[src/rtl/demux_dff_4b.sv]
// demux_dff_4b: steers one WIDTH-bit word into bank 0 or bank 1 on a
// synchronised, edge-detected load strobe. Bank choice is either the
// explicit select (manual) or an alternating pointer (ping-pong).
// Optional feature macro: DEMUX_CLR_EN (adds synchronous clear input clr).
module demux_dff_4b #(
  parameter int WIDTH = 4,
  parameter int CNT_W = 4
) (
  input  logic             clk,
  input  logic             rst,
`ifdef DEMUX_CLR_EN
  input  logic             clr,
`endif
  input  logic [WIDTH-1:0] d,
  input  logic             s,
  input  logic             ld,
  input  logic             auto,
  output logic [WIDTH-1:0] q0,
  output logic [WIDTH-1:0] q1,
  output logic             v0,
  output logic             v1,
  output logic             ptr,
  output logic             last_sel,
  output logic [CNT_W-1:0] wr_cnt
);

  // Load synchroniser and edge-detect history
  logic sync1_q, sync2_q, prev_q;
  logic ld_pulse_s;
  logic clr_s;
  logic tgt_s;

  // Bank state and next-state
  logic [WIDTH-1:0] q0_q, q0_d, q1_q, q1_d;
  logic             v0_q, v0_d, v1_q, v1_d;
  logic             ptr_q, ptr_d;
  logic             last_sel_q, last_sel_d;
  logic [CNT_W-1:0] wr_cnt_q, wr_cnt_d;

  assign ld_pulse_s = sync2_q & ~prev_q;

`ifdef DEMUX_CLR_EN
  assign clr_s = clr;
`else
  assign clr_s = 1'b0;
`endif

  // Two-flop synchroniser for the raw load level plus one-cycle history for rising-edge detection
  always_ff @(posedge clk or posedge rst) begin
    if (rst) begin
      sync1_q <= 1'b0;
      sync2_q <= 1'b0;
      prev_q  <= 1'b0;
    end else begin
      sync1_q <= ld;
      sync2_q <= sync1_q;
      prev_q  <= sync2_q;
    end
  end

  // Next-state: clear beats a coincident write; a write updates only the targeted bank
  always_comb begin
    q0_d       = q0_q;
    q1_d       = q1_q;
    v0_d       = v0_q;
    v1_d       = v1_q;
    ptr_d      = ptr_q;
    last_sel_d = last_sel_q;
    wr_cnt_d   = wr_cnt_q;
    if (auto) begin
      tgt_s = ptr_q;
    end else begin
      tgt_s = s;
    end
    if (clr_s) begin
      // Counter deliberately survives a clear; the dropped write is not counted
      q0_d       = {WIDTH{1'b0}};
      q1_d       = {WIDTH{1'b0}};
      v0_d       = 1'b0;
      v1_d       = 1'b0;
      ptr_d      = 1'b0;
      last_sel_d = 1'b0;
    end else if (ld_pulse_s) begin
      if (tgt_s) begin
        q1_d = d;
        v1_d = 1'b1;
      end else begin
        q0_d = d;
        v0_d = 1'b1;
      end
      last_sel_d = tgt_s;
      wr_cnt_d   = wr_cnt_q + {{(CNT_W-1){1'b0}}, 1'b1};
      if (auto) begin
        ptr_d = ~ptr_q;
      end else begin
        ptr_d = ptr_q;
      end
    end else begin
      ptr_d = ptr_q;
    end
  end

  // State register for banks, flags, pointer and counter
  always_ff @(posedge clk or posedge rst) begin
    if (rst) begin
      q0_q       <= {WIDTH{1'b0}};
      q1_q       <= {WIDTH{1'b0}};
      v0_q       <= 1'b0;
      v1_q       <= 1'b0;
      ptr_q      <= 1'b0;
      last_sel_q <= 1'b0;
      wr_cnt_q   <= {CNT_W{1'b0}};
    end else begin
      q0_q       <= q0_d;
      q1_q       <= q1_d;
      v0_q       <= v0_d;
      v1_q       <= v1_d;
      ptr_q      <= ptr_d;
      last_sel_q <= last_sel_d;
      wr_cnt_q   <= wr_cnt_d;
    end
  end

  assign q0       = q0_q;
  assign q1       = q1_q;
  assign v0       = v0_q;
  assign v1       = v1_q;
  assign ptr      = ptr_q;
  assign last_sel = last_sel_q;
  assign wr_cnt   = wr_cnt_q;

endmodule

[config.mk]
export PLATFORM = sky130hd
export DESIGN_NAME = demux_dff_4b
export DESIGN_NICKNAME = d
export VERILOG_FILES = /design/src/rtl/demux_dff_4b.sv
export SDC_FILE = /design/constraint.sdc
export NUM_CORES = 1
export LEC_CHECK = 0
export BUFFER_PORTS_ARGS = -buffer_cell sky130_fd_sc_hd__clkbuf_2
export CORE_UTILIZATION = 50
export CTS_BUF_LIST = sky130_fd_sc_hd__clkbuf_4
export DETAILED_ROUTE_END_ITERATION = 6
export PLACE_DENSITY = 0.8
export SLEW_MARGIN = 20
export SYNTH_ARGS = -nofsm -noshare
export SYNTH_HDL_FRONTEND = slang
export SYNTH_SLANG_ARGS = --single-unit
[constraint.sdc]
create_clock -name clk -period 1.6 [get_ports clk]
set_input_delay 0.08 -clock clk [delete_from_list [all_inputs] [get_ports clk]]
set_output_delay 0.08 -clock clk [all_outputs]
set_load 0.05 [all_outputs]
==> qor.txt, run 1 <==
Ant. Diodes = 0
Post-synthesis net count = 55
Layout fillers = 104
Sequential cell area fraction in the yosys report = 66.0%
Final Skew = 0.00331 ns
Critical path's largest stage delay = 0.36 ns
Vias in the first global route = 425
# clock sinks = 19
CP required = 1.80 ns
Fin nets = 87
IO Port Bufs = 24
Ports = 25
Setup crit start kind = flop
Metal-1 WL = 516 um
CTS clk-pin slew, worst paths = 0.11 ns
Die area = 0.00160 mm2
Top cell type's share of synthesized area = 66.0%
Crit share post-route = 79.5%
Hold path startpoint = d[3]
Setup TNS = 0 ns
Die Span Y = 40.0 um
DR pass1 iterations = 2
F_max = 0.786 GHz
Largest net degree at the start of global routing = 20
H-tree depth = 1
Layout cells sized above 1 = 56.6%
Power density cells = 2170 mW/mm2
Total track usage = 19.0%
Worst path top cell family by delay = simple AND/OR/NAND/NOR gates
GPL Wtd Cong = 0.631
Flop pwr share = 38.3%
Hold path depth = 2
Status = finished, final reports clean
CTS tree = yes
Synth Area per Inst = 16.0 um2
Synth Instances = 45
RSZ-0062 raised after global routing = no
Minimum clock period after layout = 1.27 ns
Global route total overflow = 0
Post_cts resized = 0
First-pass GRT wire length = 1810 um
CTS max path bufs = 2
CP Capture Type = flop
Drt drc = 0
Measured slew at the worst slew-check pin = 0.680 ns
Area Growth Syn to Fin = 27.6%
Worst path buffer plus inverter count = 0
Wire length on met3 = 64 um
Antenna-violating nets left = 0
Number of DRC markers in iteration 0 = 2
FF-to-FF Start = sync2_q$_DFF_PP0_
Ys Warns = 0
Fin. max-slew vios = 0
Initial antenna violation count = 0
# setup viols final = 0
Reg-to-reg slack, setup = 0.33 ns
Endpoints failing hold = 0
Clk pwr share = 12.6%
Reg2reg path depth = 3
Worst r2r dst = q1[2]$_DFFE_PP0P_
Final HPWL DP = 873 um
Leakage = 0.000436 uW
CP max-delay cell = dfrtp_1
DR vias/cell = 5.02
Uppermost routed layer = met4
Crit-path cells = nor2b_1 > nor2b_4 > mux2_2
Crit-path max FO = 5
Hold_buf cts = 2
Largest cells by area after synthesis = dfrtp_1 66%, mux2_2 14%, xnor2_1 3.6%
Sequential Area = 475 um2
Initial Util = 54.7%
Cell variety after synth = 16
TritonCTS Buffers = 3
Hold Path End = q0[3]$_DFFE_PP0P_
Max_slew headroom = 54.6%
Hold Slack = 0.0172 ns
Maximum capacitance violations = 0
Area taken by multi-input logic gates = 236 um2
Net Sw Frac = 50.0%
Yosys reg bits = 19
Hold Crit Class = primary input to flop
Post-Route WL = 1180 um
CTS root buffer = clkbuf_4
Met2 wire length = 571 um
WL per Instance = 13.0 um
Crit path kind = flop to flop
Critical Path AT = 1.47 ns
Cell Area, Synth = 721 um2
Row cnt = 13
Combinational share of power = 49.1%
Setup bufs post-CTS = 0
Clk_lat worst skew = 0.30 ns
Peak VDD IR = 1.01 mV
Via Count = 457
Synth area leader = dfrtp_1
Core area = 0.00132 mm2
Sw power = 999 uW
Die X-Extent = 40.0 um
Internal power = 998 uW
## cell usage after synthesis, drive strengths merged
master and count:
o21a 1, nand2 3, nand2b 1, xnor2 3
dfrtp 19, buf 1, nand4 1, ha 1
nor2b 2, mux2 9, or2 1, xor2 1
mux2i 1, inv 1
## kinds of logic after synthesis
group / synth area share [%]
AND/OR/NAND/NOR: 7.99
AO/OA/AOI/OAI: 1.04
multiplexers: 17.2
adder cells (fa/ha/maj): 1.74
buffers and inverters: 1.21
flip-flops: 66.0
XOR/XNOR: 4.86
## area by class of cell
class                   instances  area share, %
clock buffers                   3           2.45
multi-input cells              24           25.7
flip-flops and latches         19           51.7
repair buffers                 28           16.9
inverters                       1          0.408
well taps                      15           2.04
clock inverters                 1          0.816
## metal layers
metal,vias to the layer above,track usage [%]
met2,22,28.2
met4,0,12.9
li1,214,-
met5,-,0
met1,217,24.0
met3,4,5.00
## flip-flops by register name, summed over array words and instances (netlist names)
name      cells
q0            4
q1            4
wr_cnt        4
last_sel      1
prev_q        1
ptr           1
sync1_q       1
sync2_q       1
v0            1
v1            1
## power groups by stage
stage | Sequential, uW | Clock (uW) | Combinational (uW)
floorplan | 1320 | 0 | 206
global placement | 763 | 0 | 965
detailed placement | 776 | 0 | 984
CTS | 767 | 262 | 990
global route | 788 | 281 | 1040
finish | 764 | 252 | 980
## cells in the final DEF, fill, tap and decap left out
cell           count
buf_4              2
clkbuf_2          24
clkbuf_4           3
clkinvlp_4         1
dfrtp_1           19
dlygate4sd3_1      2
ha_1               1
inv_1              1
mux2_2             9
mux2i_4            1
nand2_1            2
nand2_4            1
nand2b_1           1
nand4_1            1
nor2b_1            1
nor2b_4            1
o21a_1             1
or2_2              1
xnor2_1            3
xor2_1             1
## per-stage QoR
stage               util (%)  setup WS (ns)  total power [uW]  cells  area, um2
floorplan                  -          0.119              1530     45        721
finish                  69.8          0.328              2000     91        920
global placement        66.0          0.374              1730     85        870
global route            69.8          0.242              2110     91        920
detailed placement      66.0          0.340              1760     85        870
CTS                     69.8          0.314              2020     91        920
## worst max path at each step
stage / depth (start not counted) / startpoint / endpoint / slack, ns
finish: 3 / sync2_q$_DFF_PP0_ / q1[2]$_DFFE_PP0P_ / 0.33
global route: 3 / sync2_q$_DFF_PP0_ / q1[2]$_DFFE_PP0P_ / 0.24
CTS: 3 / prev_q$_DFF_PP0_ / q1[2]$_DFFE_PP0P_ / 0.31
detailed placement: 3 / sync2_q$_DFF_PP0_ / q1[2]$_DFFE_PP0P_ / 0.34
global placement: 3 / sync2_q$_DFF_PP0_ / q1[0]$_DFFE_PP0P_ / 0.37
floorplan: 3 / ptr$_DFFE_PP0P_ / q1[0]$_DFFE_PP0P_ / 0.12
Note: power is estimated with default switching activity, not from simulation.
==> run 2, diff against run 1 <==
- CORE_UTILIZATION: 50 -> 45
- PLACE_DENSITY: 0.8 -> 0.76
- clock period: 1.6 -> 1.1 ns (I/O delays scaled with it)
==> qor.txt, run 2 (synthesis gave the netlist of run 1 again) <==
CP Capture Type = flop (unchanged)
Area Growth Syn to Fin = 48.6% (was 27.6%)
CTS clk-pin slew, worst paths = 0.10 ns (was 0.11 ns)
Peak VDD IR = 1.85 mV (was 1.01 mV)
Reg2reg path depth = 3 (unchanged)
Fin. max-slew vios = 0 (unchanged)
Post-Route WL = 1350 um (was 1180 um)
# clock sinks = 19 (unchanged)
Sw power = 1510 uW (was 999 uW)
Clk pwr share = 10.9% (was 12.6%)
Violated checks = negative setup slack
Die area = 0.00177 mm2 (was 0.00160 mm2)
TritonCTS Buffers = 3 (unchanged)
Crit path from = ptr$_DFFE_PP0P_ (was sync2_q$_DFF_PP0_)
Place WS = -0.119 ns (was 0.340 ns)
CP required = 1.28 ns (was 1.80 ns)
Initial antenna violation count = 0 (unchanged)
Final WS setup = -0.135 ns (was 0.328 ns)
Antenna-violating nets left = 0 (unchanged)
DR vias/cell = 4.92 (was 5.02)
Ports = 25 (unchanged)
Setup crit start kind = flop (unchanged)
Critical Path AT = 1.42 ns (was 1.47 ns)
Combinational share of power = 55.7% (was 49.1%)
Core area = 0.00151 mm2 (was 0.00132 mm2)
Most common cell after layout, fill and taps aside = clkbuf_2 (unchanged)
Measured slew at the worst slew-check pin = 0.291 ns (was 0.680 ns)
Number of DRC markers in iteration 0 = 0 (was 2)
Endpoints failing hold = 0 (unchanged)
Via Count = 492 (was 457)
Internal power = 1800 uW (was 998 uW)
DR pass1 iterations = 1 (was 2)
Ant. Diodes = 0 (unchanged)
Layout cells sized above 1 = 65.5% (was 56.6%)
WL per Instance = 13.5 um (was 13.0 um)
Setup crit end = q0[1]$_DFFE_PP0P_ (was q1[2]$_DFFE_PP0P_)
Most frequent cells in the layout = 21 x clkbuf_2, 16 x dfrtp_1, 9 x mux2_4 (was 24 x clkbuf_2, 19 x dfrtp_1, 9 x mux2_2)
Status = finished with violations (was finished, final reports clean)
Initial Util = 47.8% (was 54.7%)
Layout fillers = 101 (was 104)
Vias in the first global route = 532 (was 425)
Pwr Total = 3310 uW (was 2000 uW)
FF-to-FF Start = ptr$_DFFE_PP0P_ (was sync2_q$_DFF_PP0_)
Die Span Y = 42.0 um (was 40.0 um)
First-pass GRT wire length = 2240 um (was 1810 um)
Final Skew = 0.000989 ns (was 0.00331 ns)
RSZ-0062 raised after global routing = yes (was no)
CTS root buffer = clkbuf_4 (unchanged)
H-tree depth = 1 (unchanged)
# setup viols final = 11 (was 0)
Reg-to-reg slack, setup = -0.13 ns (was 0.33 ns)
Maximum capacitance violations = 0 (unchanged)
Hold Crit Class = primary input to flop (unchanged)
Sequential Area = 479 um2 (was 475 um2)
CTS tree = yes (unchanged)
Global route total overflow = 0 (unchanged)
Total track usage = 16.9% (was 19.0%)
GPL Wtd Cong = 0.710 (was 0.631)
Minimum clock period after layout = 1.23 ns (was 1.27 ns)
Clk_lat worst skew = 0.29 ns (was 0.30 ns)
Fin nets = 95 (was 87)
Crit-path max FO = 6 (was 5)
Area taken by multi-input logic gates = 282 um2 (was 236 um2)
Row cnt = 14 (was 13)
Crit share post-route = 112% (was 79.5%)
Leakage = 0.000523 uW (was 0.000436 uW)
Power density cells = 3090 mW/mm2 (was 2170 mW/mm2)
Flop pwr share = 33.4% (was 38.3%)
Max_slew headroom = 80.2% (was 54.6%)
IO Port Bufs = 24 (unchanged)
Crit path kind = flop to flop (unchanged)
F_max = 0.810 GHz (was 0.786 GHz)
Largest net degree at the start of global routing = 20 (unchanged)
Worst r2r dst = q0[1]$_DFFE_PP0P_ (was q1[2]$_DFFE_PP0P_)
Die X-Extent = 42.0 um (was 40.0 um)
Drt drc = 0 (unchanged)
Net Sw Frac = 45.7% (was 50.0%)
CTS max path bufs = 2 (unchanged)
[run 2: power by group through the flow]
stage	registers (uW)	logic, uW	clock network [uW]
detailed placement	1100	1550	0
global placement	1090	1530	0
CTS	1090	1770	373
finish	1100	1840	360
global route	1140	1920	407
floorplan	1930	300	0
[run 2: cell type report]
cell class	instances	area share, %
sequential	19	44.7
multi-input combinational	24	26.3
timing repair buffer	36	23.9
clock buffer	4	2.80
tap	16	1.87
inverter	1	0.350
[run 2: worst min-delay path by stage]
| stage | startpoint | end | depth (start not counted) |
|---|---|---|---|
| finish | d[2] | q1[2]$_DFFE_PP0P_ | 2 |
| global route | d[2] | q1[2]$_DFFE_PP0P_ | 2 |
| CTS | d[3] | q0[3]$_DFFE_PP0P_ | 2 |
| detailed placement | rst | sync1_q$_DFF_PP0_ | 3 |
| global placement | rst | sync1_q$_DFF_PP0_ | 3 |
| floorplan | rst | last_sel$_DFFE_PP0P_ | 1 |
[run 2: per-stage QoR]
stage | util (%) | TNS, ns | hold WS, ns | instance area (um2) | std cells
final | 71.1 | -1.18 | 0.0128 | 1070 | 100
after CTS | 69.6 | -1.08 | 0.00445 | 1050 | 100
after detailed placement | 61.0 | -0.904 | 0.0624 | 920 | 92
after floorplan | - | -1.57 | 0.00592 | 724 | 45
after global routing | 71.1 | -1.85 | 0.00429 | 1070 | 100
after global placement | 61.0 | -0.727 | 0.0627 | 920 | 92
[run 2: worst max-delay path: stages (launching register included)]
cell     delay, ns
dfrtp_2       0.43
mux2i_4       0.26
nand2_8       0.12
mux2_4        0.31
[run 2: repair_timing]
action                                 in CTS  in global routing
hold buffers                                2                  0
gates resized for setup                    16                  7
buffers inserted                            2                  0
endpoints found under the hold margin      20                  0
setup endpoints to repair                  14                 19
pin swaps                                   0                  0
[run 2: routing by layer]
metal	vias up	track usage (%)	share of wire (%)
met5	-	0	0
met2	17	26.9	48
li1	227	-	-
met3	2	4.31	4.2
met1	246	21.2	47
met4	0	9.38	0.66
